File: config.mk
export PLATFORM = sky130hd
export DESIGN_NAME = instr_fetch_unit
export DESIGN_NICKNAME = d
export VERILOG_FILES = /design/src/rtl/instr_fetch_unit.sv
export SDC_FILE = /design/constraint.sdc
export NUM_CORES = 1
export LEC_CHECK = 0
export CORE_UTILIZATION = 43
export CTS_CLUSTER_DIAMETER = 40
export CTS_CLUSTER_SIZE = 40
export DETAILED_ROUTE_END_ITERATION = 10
export PLACE_DENSITY_LB_ADDON = 0.08
export SLEW_MARGIN = 20
export SYNTH_ARGS = -nofsm -noshare
export SYNTH_HDL_FRONTEND = slang
export SYNTH_SLANG_ARGS = --single-unit
File: constraint.sdc
create_clock -name clk -period 3.5 [get_ports clk]
set_input_delay 0.35 -clock clk [delete_from_list [all_inputs] [get_ports clk]]
set_output_delay 0.35 -clock clk [all_outputs]
set_load 0.05 [all_outputs]
File: src/rtl/instr_fetch_unit.sv
// ---------------------------------------------------------------------------
// instr_fetch_unit
//
// Owns the program counter and feeds instruction words to the single-cycle
// Controller. Fetches one word from instruction memory over a req/ack
// handshake, holds it for execution until the datapath reports exec_done,
// then applies the Controller's next-PC selection and fetches again.
//
// Ports
//   clk        : system clock, rising edge
//   rst_n      : asynchronous reset, active-low
//   mem_req    : instruction memory read request (high only in FETCH)
//   mem_addr   : fetch address, always equal to PC
//   mem_ack    : memory accepted request, mem_rdata valid this cycle
//   mem_rdata  : fetched instruction word
//   inst       : latched instruction
//   OP, func   : inst[31:26] and inst[5:0] for the Controller
//   inst_valid : inst/OP/func valid for execution (ISSUE state)
//   exec_done  : datapath finished; PC_s/rs_data sampled this cycle
//   PC_s       : next-PC select (00 seq, 01 JR, 10 branch, 11 jump)
//   rs_data    : jump-register target
//   PC         : current program counter
//   PC_plus4   : PC + 4 (link value)
//   fetch_err  : sticky fault flag (fetch timeout or misaligned target)
// ---------------------------------------------------------------------------
module instr_fetch_unit #(
    parameter logic [31:0] RESET_PC = 32'h0000_0000,
    parameter int          TIMEOUT  = 16
) (
    input  logic        clk,
    input  logic        rst_n,
    output logic        mem_req,
    output logic [31:0] mem_addr,
    input  logic        mem_ack,
    input  logic [31:0] mem_rdata,
    output logic [31:0] inst,
    output logic [5:0]  OP,
    output logic [5:0]  func,
    output logic        inst_valid,
    input  logic        exec_done,
    input  logic [1:0]  PC_s,
    input  logic [31:0] rs_data,
    output logic [31:0] PC,
    output logic [31:0] PC_plus4,
    output logic        fetch_err
);

    localparam int              CW      = $clog2(TIMEOUT + 1);
    localparam logic [CW-1:0]   TO_LAST = CW'(TIMEOUT - 1);

    // ST_RESET is the state held while rst_n is low; it guarantees mem_req is
    // dropped the instant reset asserts, and moves to FETCH on the first clock
    // edge after reset is released.
    typedef enum logic [1:0] {
        ST_RESET,
        ST_FETCH,
        ST_ISSUE,
        ST_ERR
    } state_t;

    state_t         state_reg, state_next;
    logic [31:0]    pc_reg, pc_next;
    logic [31:0]    inst_reg, inst_next;
    logic           err_reg, err_next;
    logic [CW-1:0]  cnt_reg, cnt_next;

    logic [31:0]    pc_plus4_w;
    logic [31:0]    br_off;
    logic [31:0]    target_pc;

    // Next-PC candidates. An x/z select falls through to sequential flow.
    always_comb begin
        pc_plus4_w = pc_reg + 32'd4;
        br_off     = {{14{inst_reg[15]}}, inst_reg[15:0], 2'b00};
        target_pc  = pc_plus4_w;
        case (PC_s)
            2'b01:   target_pc = rs_data;
            2'b10:   target_pc = pc_plus4_w + br_off;
            2'b11:   target_pc = {pc_plus4_w[31:28], inst_reg[25:0], 2'b00};
            default: target_pc = pc_plus4_w;
        endcase
    end

    always_ff @(posedge clk or negedge rst_n) begin
        if (!rst_n) begin
            state_reg <= ST_RESET;
            pc_reg    <= RESET_PC;
            inst_reg  <= 32'h0;
            err_reg   <= 1'b0;
            cnt_reg   <= '0;
        end else begin
            state_reg <= state_next;
            pc_reg    <= pc_next;
            inst_reg  <= inst_next;
            err_reg   <= err_next;
            cnt_reg   <= cnt_next;
        end
    end

    always_comb begin
        state_next = state_reg;
        pc_next    = pc_reg;
        inst_next  = inst_reg;
        err_next   = err_reg;
        cnt_next   = cnt_reg;
        case (state_reg)
            ST_RESET: begin
                cnt_next   = '0;
                state_next = ST_FETCH;
            end
            ST_FETCH: begin
                if (mem_ack) begin
                    inst_next  = mem_rdata;
                    cnt_next   = '0;
                    state_next = ST_ISSUE;
                end else if (cnt_reg == TO_LAST) begin
                    // TIMEOUT request cycles elapsed with no acknowledge.
                    err_next   = 1'b1;
                    state_next = ST_ERR;
                end else begin
                    cnt_next = cnt_reg + CW'(1);
                end
            end
            ST_ISSUE: begin
                if (exec_done) begin
                    if (target_pc[1:0] != 2'b00) begin
                        // Misaligned target (only JR can produce one): keep PC.
                        err_next   = 1'b1;
                        state_next = ST_ERR;
                    end else begin
                        pc_next    = target_pc;
                        state_next = ST_FETCH;
                    end
                end
            end
            default: begin
                state_next = ST_ERR;
            end
        endcase
    end

    assign mem_req    = (state_reg == ST_FETCH);
    assign inst_valid = (state_reg == ST_ISSUE);
    assign mem_addr   = pc_reg;
    assign inst       = inst_reg;
    assign OP         = inst_reg[31:26];
    assign func       = inst_reg[5:0];
    assign PC         = pc_reg;
    assign PC_plus4   = pc_plus4_w;
    assign fetch_err  = err_reg;

endmodule

==> results by group, run 1 <==
Status
  • Result of the run: completed

Floorplan
  • Floorplan die area: 0.0152 sq mm
  • Vertical extent of the die: 123 microns
  • Number of placed I/O pins: ~210
  • Initial standard-cell utilization of the core: 0.449
  • Number of rows in the core area: 43
  • Core area: ~0.014 sq mm
  • DIE WIDTH: between 100 and 150 microns

Timing
  • Max-Slew Margin vs Limit: 0.356
  • Unrepaired setup endpoints after global routing: true
  • Highest attainable clock frequency: between 200 and 300 MHz
  • Final setup violating endpoints: 0
  • Worst clock skew: between 0.007 and 0.008 ns
  • Transition time of the tightest slew-check pin: between 0.9 and 1 ns
  • Setup_tns: 0 ns
  • Final hold violation count: 0
  • Final worst path period need: 3.45 ns
  • Share of the clock period used by the worst path: 0.987
  • Pins over their slew limit: 0

Critical path
  • CP Max Fanout: 3
  • Start of the worst register-to-register path: PC[2]$_DFFE_PN0P_
  • Destination of the critical timing path: PC[31]$_DFFE_PN0P_
  • Setup slack of the most critical reg-to-reg path: around 0.047 ns
  • Length in cells of the worst reg-to-reg path: 16
  • Worst Path Required: 3.74 ns
  • Arrival time at the worst endpoint: 3.69 ns
  • Worst setup path startpoint: PC[2]$_DFFE_PN0P_
  • CP Launch Type: register
  • Endpoint of the worst register-to-register path: PC[31]$_DFFE_PN0P_
  • Critical Path End Type: register
  • Startpoint-to-endpoint class of the critical path: reg2reg

Logic synthesis
  • Cell count after synthesis: roughly 700
  • Syn_nets: about 800
  • Synth Area per Inst: about 9.1 sq um
  • Synth async-reset ratio: 1.00
  • Yosys cell types: between 80 and 90
  • Syn. warnings: 0
  • Xor/xnor share of the synthesized area: 0.0701
  • Synthesis-stage register bit count: 72
  • Share of cell area taken by muxes after synthesis: 0.132
  • Netlist area before placement: 0.00632 sq mm
  • Simple-gate share of the synthesized area: 0.164
  • Post-synthesis sequential area ratio: 0.285
  • Combinational family with the most area after synthesis: compound AO/OA/AOI/OAI gates
  • Fraction of the mapped netlist area in compound gates: 0.188
  • Area share of fa/ha/maj cells after synthesis: 0.0744
  • Prevailing post-synth register cell: sky130_fd_sc_hd__dfrtp_1
  • EDFF count, synth: 0

CTS
  • Maximum buffer depth of the clock tree: 2
  • Root buf cell: sky130_fd_sc_hd__clkbuf_16
  • Clock slew at the register clock pins of the worst setup and hold paths: about 0.06 ns
  • TritonCTS clock tree: yes
  • Cts bufs inserted: 9
  • Number of levels the H-tree was split into: 3
  • Clk_lat worst skew: about 0.35 ns
  • Clock sink total: 72

Placement
  • Post-detail-place hpwl: between 15000 and 20000 microns
  • Global placement routability congestion: roughly 0.92
  • Area of placed instances: between 0.009 and 0.01 sq mm
  • Number of buffer cells added on primary ports: between 200 and 250

Layout
  • Commonest non-fill, non-tap cell in the layout: sky130_fd_sc_hd__clkdlybuf4s50_1
  • Non-Filler Cell Area, Final: between 0.01 and 0.015 sq mm
  • Area taken by multi-input logic gates: about 0.0047 sq mm
  • Layout overhead on the synthesized area: 59.2%
  • Top library cells by usage in the layout, fill and taps aside: 204 x sky130_fd_sc_hd__clkdlybuf4s50_1, 106 x sky130_fd_sc_hd__buf_4, 64 x sky130_fd_sc_hd__nand2_1, 51 x sky130_fd_sc_hd__dfrtp_1
  • Reg area: approximately 0.0018 sq mm
  • Number of nets in the layout: 1052
  • Antenna diode count: 0
  • Filler instances: ~1100
  • Final cell utilization of the core: 0.714
  • Layout cells sized above 1: 0.316

Global routing
  • Via count of the first global-routing pass: 6574
  • Largest net degree at the start of global routing: 73
  • Initial antenna violation count: 1
  • Overall routing resource usage: 0.303
  • First-pass GRT wire length: between 30000 and 40000 microns
  • Global route overflow: 0

Drt
  • Post-detailed-route wirelength per cell: between 20 and 25 microns
  • Number of detailed-route iterations in the first pass: 5
  • Number of vias per cell after detailed routing: 5.71
  • ANT nets after route: 0
  • Count of unresolved DRC violations after routing: 0
  • Post-detailed-routing wire length: approximately 23000 microns
  • Total number of vias: 6455
  • Drt first-iter violations: around 400

Power and ir drop
  • Peak supply drop: 0.603 mV
  • Static leakage power: between 4 and 5 nW
  • Pwr per Cell Area: about 1100 mW/mm^2

Worst hold path
  • Min-Delay Path Class: reg2reg

Job
  • Total of max-cap violations: 0
worst max-delay path: stages, from the launching register on:
cell                      delay (ns)
sky130_fd_sc_hd__dfrtp_2        0.40
sky130_fd_sc_hd__ha_4           0.16
sky130_fd_sc_hd__nand3_4        0.10
sky130_fd_sc_hd__nor4_4         0.20
sky130_fd_sc_hd__and3_4         0.28
sky130_fd_sc_hd__buf_12         0.12
sky130_fd_sc_hd__nand2_4        0.05
sky130_fd_sc_hd__xnor2_4        0.16
sky130_fd_sc_hd__ha_4           0.30
sky130_fd_sc_hd__nand3_4        0.09
sky130_fd_sc_hd__nor2_4         0.11
sky130_fd_sc_hd__nand2_1        0.08
sky130_fd_sc_hd__or4_1          0.49
sky130_fd_sc_hd__o22ai_2        0.19
sky130_fd_sc_hd__mux2i_1        0.11
sky130_fd_sc_hd__o31a_1         0.26
sky130_fd_sc_hd__a32o_1         0.25
synth_stat cells (all sizes together) (11+ instances only):
| cell type | number | area share |
|---|---|---|
| nand2 | 70 | 0.042 |
| buf | 60 | 0.066 |
| and3 | 12 | 0.012 |
| a21o | 12 | 0.014 |
| mux2 | 42 | 0.075 |
| dfrtp | 72 | 0.28 |
| clkbuf | 15 | 0.0093 |
| inv | 18 | 0.011 |
| nor2 | 33 | 0.021 |
| nor3 | 12 | 0.011 |
| nand3 | 26 | 0.024 |
| o21ai | 38 | 0.030 |
| xor2 | 21 | 0.029 |
| mux4 | 12 | 0.043 |
| xnor2 | 27 | 0.041 |
| ha | 36 | 0.071 |
| o21a | 11 | 0.013 |
| a21oi | 45 | 0.036 |
worst min path at each step:
| stage | start | to | slack (ns) | cells after the start |
|---|---|---|---|---|
| final | fetch_err$_DFFE_PN0P_ | fetch_err$_DFFE_PN0P_ | 0.47 | 1 |
| after global routing | fetch_err$_DFFE_PN0P_ | fetch_err$_DFFE_PN0P_ | 0.51 | 1 |
| after CTS | rst_n | inst[10]$_DFFE_PN0P_ | 0.20 | 1 |
| after detailed placement | fetch_err$_DFFE_PN0P_ | fetch_err$_DFFE_PN0P_ | 0.46 | 1 |
| after global placement | fetch_err$_DFFE_PN0P_ | fetch_err$_DFFE_PN0P_ | 0.44 | 1 |
| after floorplan | rst_n | PC[0]$_DFFE_PN0P_ | 0.05 | 0 |
per-layer routing:
metal / global-route usage / vias to the layer above / part of all wire
li1: - / 3006 / -
met1: 0.386 / 3147 / 0.43
met2: 0.522 / 256 / 0.49
met3: 0.0443 / 44 / 0.054
met4: 0.108 / 2 / 0.024
met5: 0 / - / 0.00049
area by class of cell:
type,count,area share
inverter,18,0.00671
sequential,72,0.182
timing repair buffer,317,0.292
clock buffer,10,0.0228
clock inverter,6,0.00920
multi-input combinational,527,0.465
tap,180,0.0224
what timing repair did:
action / CTS / global route
setup buffers: 1 / 6
pin swaps: 4 / 10
endpoints found under the hold margin: 0 / 28
endpoints found under the setup margin: 11 / 18
hold buffers: 0 / 1
resized for setup: 17 / 39
cell families (layout without fill, tap and decap cells):
kind of cell	Yosys count	count (layout)
AND/OR/NAND/NOR	202	202
multiplexers	63	63
AO/OA/AOI/OAI	177	177
adder cells (fa/ha/maj)	37	37
buffers and inverters	93	351
XOR/XNOR	48	48
flip-flops	72	72
per-stage QoR:
| step | hold slack (ns) | instances | worst slack, ns | total power [mW] |
|---|---|---|---|---|
| after global placement | 0.443 | 1105 | 0.000635 | 9.84 |
| after floorplan | 0.0544 | 692 | -0.344 | 7.35 |
| final | 0.470 | 1130 | 0.0470 | 11.4 |
| after global routing | 0.506 | 1130 | -0.0403 | 12.0 |
| after detailed placement | 0.456 | 1105 | -0.164 | 9.94 |
| after CTS | 0.205 | 1122 | 0.00315 | 11.1 |
power breakdown:
group | total, mW | internal (mW) | leakage [nW] | switching, mW
logic | 8.70 | 3.50 | 3.15 | 5.19
clock network | 1.03 | 0.629 | 0.149 | 0.401
registers | 1.65 | 1.19 | 0.861 | 0.460
(Power assumes the default switching activity.)
==> inputs of run 2 (changes only) <==
- PLACE_DENSITY: default -> 0.9
- PLACE_DENSITY_LB_ADDON: 0.08 -> default
==> results by group, run 2 (synthesis results as in run 1) <==
Layout
  • Top library cells by usage in the layout, fill and taps aside: 206 x sky130_fd_sc_hd__clkdlybuf4s50_1, 86 x sky130_fd_sc_hd__buf_4, 62 x sky130_fd_sc_hd__nand2_1, 51 x sky130_fd_sc_hd__dfrtp_1, 39 x sky130_fd_sc_hd__mux2_2
  • Number of nets in the layout: 1030 (-2.1%)
  • Layout overhead on the synthesized area: 55.1%
  • Final cell utilization of the core: 0.696 (-0.0182)
  • Filler-free cell count of the finished design: 1108 (-1.9%)
  • Commonest non-fill, non-tap cell in the layout: sky130_fd_sc_hd__clkdlybuf4s50_1
  • Non-Filler Cell Area, Final: 0.00981 sq mm (-2.5%)
  • Layout cells sized above 1: 0.303 (-0.0130)
  • Antenna diode count: 0 (unchanged)

Global routing
  • Overall routing resource usage: 0.299 (-0.00424)
  • Global route overflow: 0 (unchanged)
  • Largest net degree at the start of global routing: 73 (unchanged)
  • Via count of the first global-routing pass: 6362 (-3.2%)
  • First-pass GRT wire length: 34100 microns (-1.0%)
  • Initial antenna violation count: 1 (unchanged)

Timing
  • Worst clock skew: 0.00663 ns (-0.000439 ns)
  • Pins over their slew limit: 0 (unchanged)
  • Max-Slew Margin vs Limit: 0.354 (-0.00171)
  • Hold_ws: 0.157 ns (-0.313 ns)
  • Final hold violation count: 0 (unchanged)
  • Final worst path period need: 3.47 ns (+0.0134 ns)
  • Final setup violating endpoints: 0 (unchanged)
  • Setup_tns: 0 ns (unchanged)
  • Setup slack after layout: 0.0336 ns (-0.0134 ns)
  • Transition time of the tightest slew-check pin: 0.969 ns (+0.00256 ns)
  • Highest attainable clock frequency: 288 MHz (-0.39%)
  • Unrepaired setup endpoints after global routing: true
  • Share of the clock period used by the worst path: 0.990 (+0.00382)

Critical path
  • Length in cells of the worst reg-to-reg path: 14 (-2)
  • CP Max Fanout: 5 (+2)
  • CP Launch Type: register
  • Critical Path End Type: register
  • Startpoint-to-endpoint class of the critical path: reg2reg
  • Arrival time at the worst endpoint: 3.70 ns (about the same)
  • Worst Path Required: 3.73 ns (about the same)

Drt
  • Number of vias per cell after detailed routing: 5.83 (+2.1%)
  • Post-detailed-route wirelength per cell: 20.3 microns (+0.98%)
  • Count of unresolved DRC violations after routing: 0 (unchanged)
  • Wl on met1: 9170 microns (-5.3%)
  • Total number of vias: 6460 (+0.077%)
  • Met2 Wirelength: 10900 microns (-3.1%)
  • ANT nets after route: 0 (unchanged)
  • Number of detailed-route iterations in the first pass: 5 (unchanged)
  • Routed length on met3: 1820 microns (+47%)
  • Drt first-iter violations: 502 (+27%)
  • Top layer used by detailed routing: met5
  • Post-detailed-routing wire length: 22500 microns (-0.98%)

Placement
  • Worst-case setup slack after placement: -0.0951 ns (+0.0687 ns)
  • Cell count after placement: 1085 (-1.8%)
  • Global placement routability congestion: 1.01 (+9.5%)
  • Number of buffer cells added on primary ports: 212 (unchanged)
  • Area of placed instances: 0.00919 sq mm (-1.7%)
  • Post-detail-place hpwl: 16600 microns (-4.8%)

Power and ir drop
  • Clock network fraction of design power: 0.087 (-0.003)
  • Peak supply drop: 0.745 mV (+24%)
  • Pwr per Cell Area: 1140 mW/mm^2 (+0.39%)
  • Internal portion of total power: 5.13 mW (-3.8%)
  • Total power: 11.1 mW (-2.2%)
  • Net switching fraction of the power: 0.540 (+0.00764)
  • Reg power frac: 0.144 (about the same)
  • Static leakage power: 4.04 nW (-2.9%)
  • Portion of total power attributed to combinational logic: 0.769 (+0.005)
  • Switching pwr: 6.01 mW (-0.77%)

Floorplan
  • Initial standard-cell utilization of the core: 0.449 (unchanged)
  • Number of rows in the core area: 43 (unchanged)
  • Floorplan die area: 0.0152 sq mm (unchanged)
  • Vertical extent of the die: 123 microns (unchanged)
  • Core area: 0.0141 sq mm (unchanged)
  • Number of placed I/O pins: 213 (unchanged)
  • DIE WIDTH: 123 microns (unchanged)

CTS
  • Maximum buffer depth of the clock tree: 2 (unchanged)
  • Clock sink total: 72 (unchanged)
  • TritonCTS clock tree: yes
  • Number of levels the H-tree was split into: 3 (unchanged)
  • Clock slew at the register clock pins of the worst setup and hold paths: 0.06 ns (about the same)
  • Cts bufs inserted: 9 (unchanged)
  • Clk_lat worst skew: 0.35 ns (about the same)
  • Root buf cell: sky130_fd_sc_hd__clkbuf_16

Status
  • Result of the run: completed

Job
  • Total of max-cap violations: 0 (unchanged)

Worst hold path
  • Min-Delay Path Class: in2async
## run 2: cell types whose count changed in the layout (fill, tap and decap cells not counted), sizes merged
cell / delta
clkbuf: +2
buf: -22
clkdlybuf4s50: +2
bufinv: -1
dlygate4sd3: -1
dlymetal6s2s: -1
clkinv: -1
## run 2: power groups by stage
stage                     sequential [mW]  combinational (mW)  clock (mW)
after global placement               1.57                8.05           0
final                                1.60                8.56       0.966
after global routing                 1.65                9.04        1.02
after floorplan                      2.87                4.48           0
after CTS                            1.58                8.21       0.976
after detailed placement             1.59                8.14           0
## run 2: final timing paths
path	from	end	slack, ns
worst min-delay path	rst_n	inst[0]$_DFFE_PN0P_	0.16
worst max register to register	PC[2]$_DFFE_PN0P_	PC[31]$_DFFE_PN0P_	0.03
worst min register to register	fetch_err$_DFFE_PN0P_	fetch_err$_DFFE_PN0P_	0.48
worst max-delay path	PC[2]$_DFFE_PN0P_	PC[31]$_DFFE_PN0P_	0.03
max in group asynchronous	rst_n	PC[12]$_DFFE_PN0P_	2.62
min in group clk	fetch_err$_DFFE_PN0P_	fetch_err$_DFFE_PN0P_	0.48
## run 2: cell type report
type                            instances  area, sq um
Sequential cell                        72         1830
Fill cell                            1035         4290
Tap cell                              180          225
Clock buffer                           12          246
Timing Repair Buffer                  295         2740
Clock inverter                          4         53.8
Inverter                               18         67.6
Multi-Input combinational cell        527         4640
## run 2: what timing repair did
item                                   CTS  global route
setup endpoints to repair                6            16
buffers inserted                         0             7
resized for setup                       10            47
hold buffers                             0             0
gates cloned                             0             0
pin swaps                                1            12
endpoints found under the hold margin    0             0
## run 2: critical path, cell delays in order, from the launching register on
cell	delay, ns
sky130_fd_sc_hd__dfrtp_2	0.42
sky130_fd_sc_hd__ha_4	0.17
sky130_fd_sc_hd__nand3_4	0.10
sky130_fd_sc_hd__nor4_4	0.18
sky130_fd_sc_hd__buf_4	0.18
sky130_fd_sc_hd__nand3_2	0.15
sky130_fd_sc_hd__nor3_4	0.27
sky130_fd_sc_hd__xor2_4	0.13
sky130_fd_sc_hd__ha_4	0.31
sky130_fd_sc_hd__nand4_1	0.14
sky130_fd_sc_hd__or4_1	0.55
sky130_fd_sc_hd__o22ai_2	0.16
sky130_fd_sc_hd__mux2i_1	0.10
sky130_fd_sc_hd__o31a_1	0.24
sky130_fd_sc_hd__a32o_1	0.24
## run 2: metal layers
metal,vias to the layer above,GRT usage
li1,2952,-
met1,3154,0.382
met2,304,0.494
met3,48,0.0724
met4,2,0.101
met5,-,0
==> inputs of run 3 (changes only) <==
- GPL_ROUTABILITY_DRIVEN: default -> 1
==> results of run 3 <==
The final DEF is identical to that of run 2; final timing and power are the same.
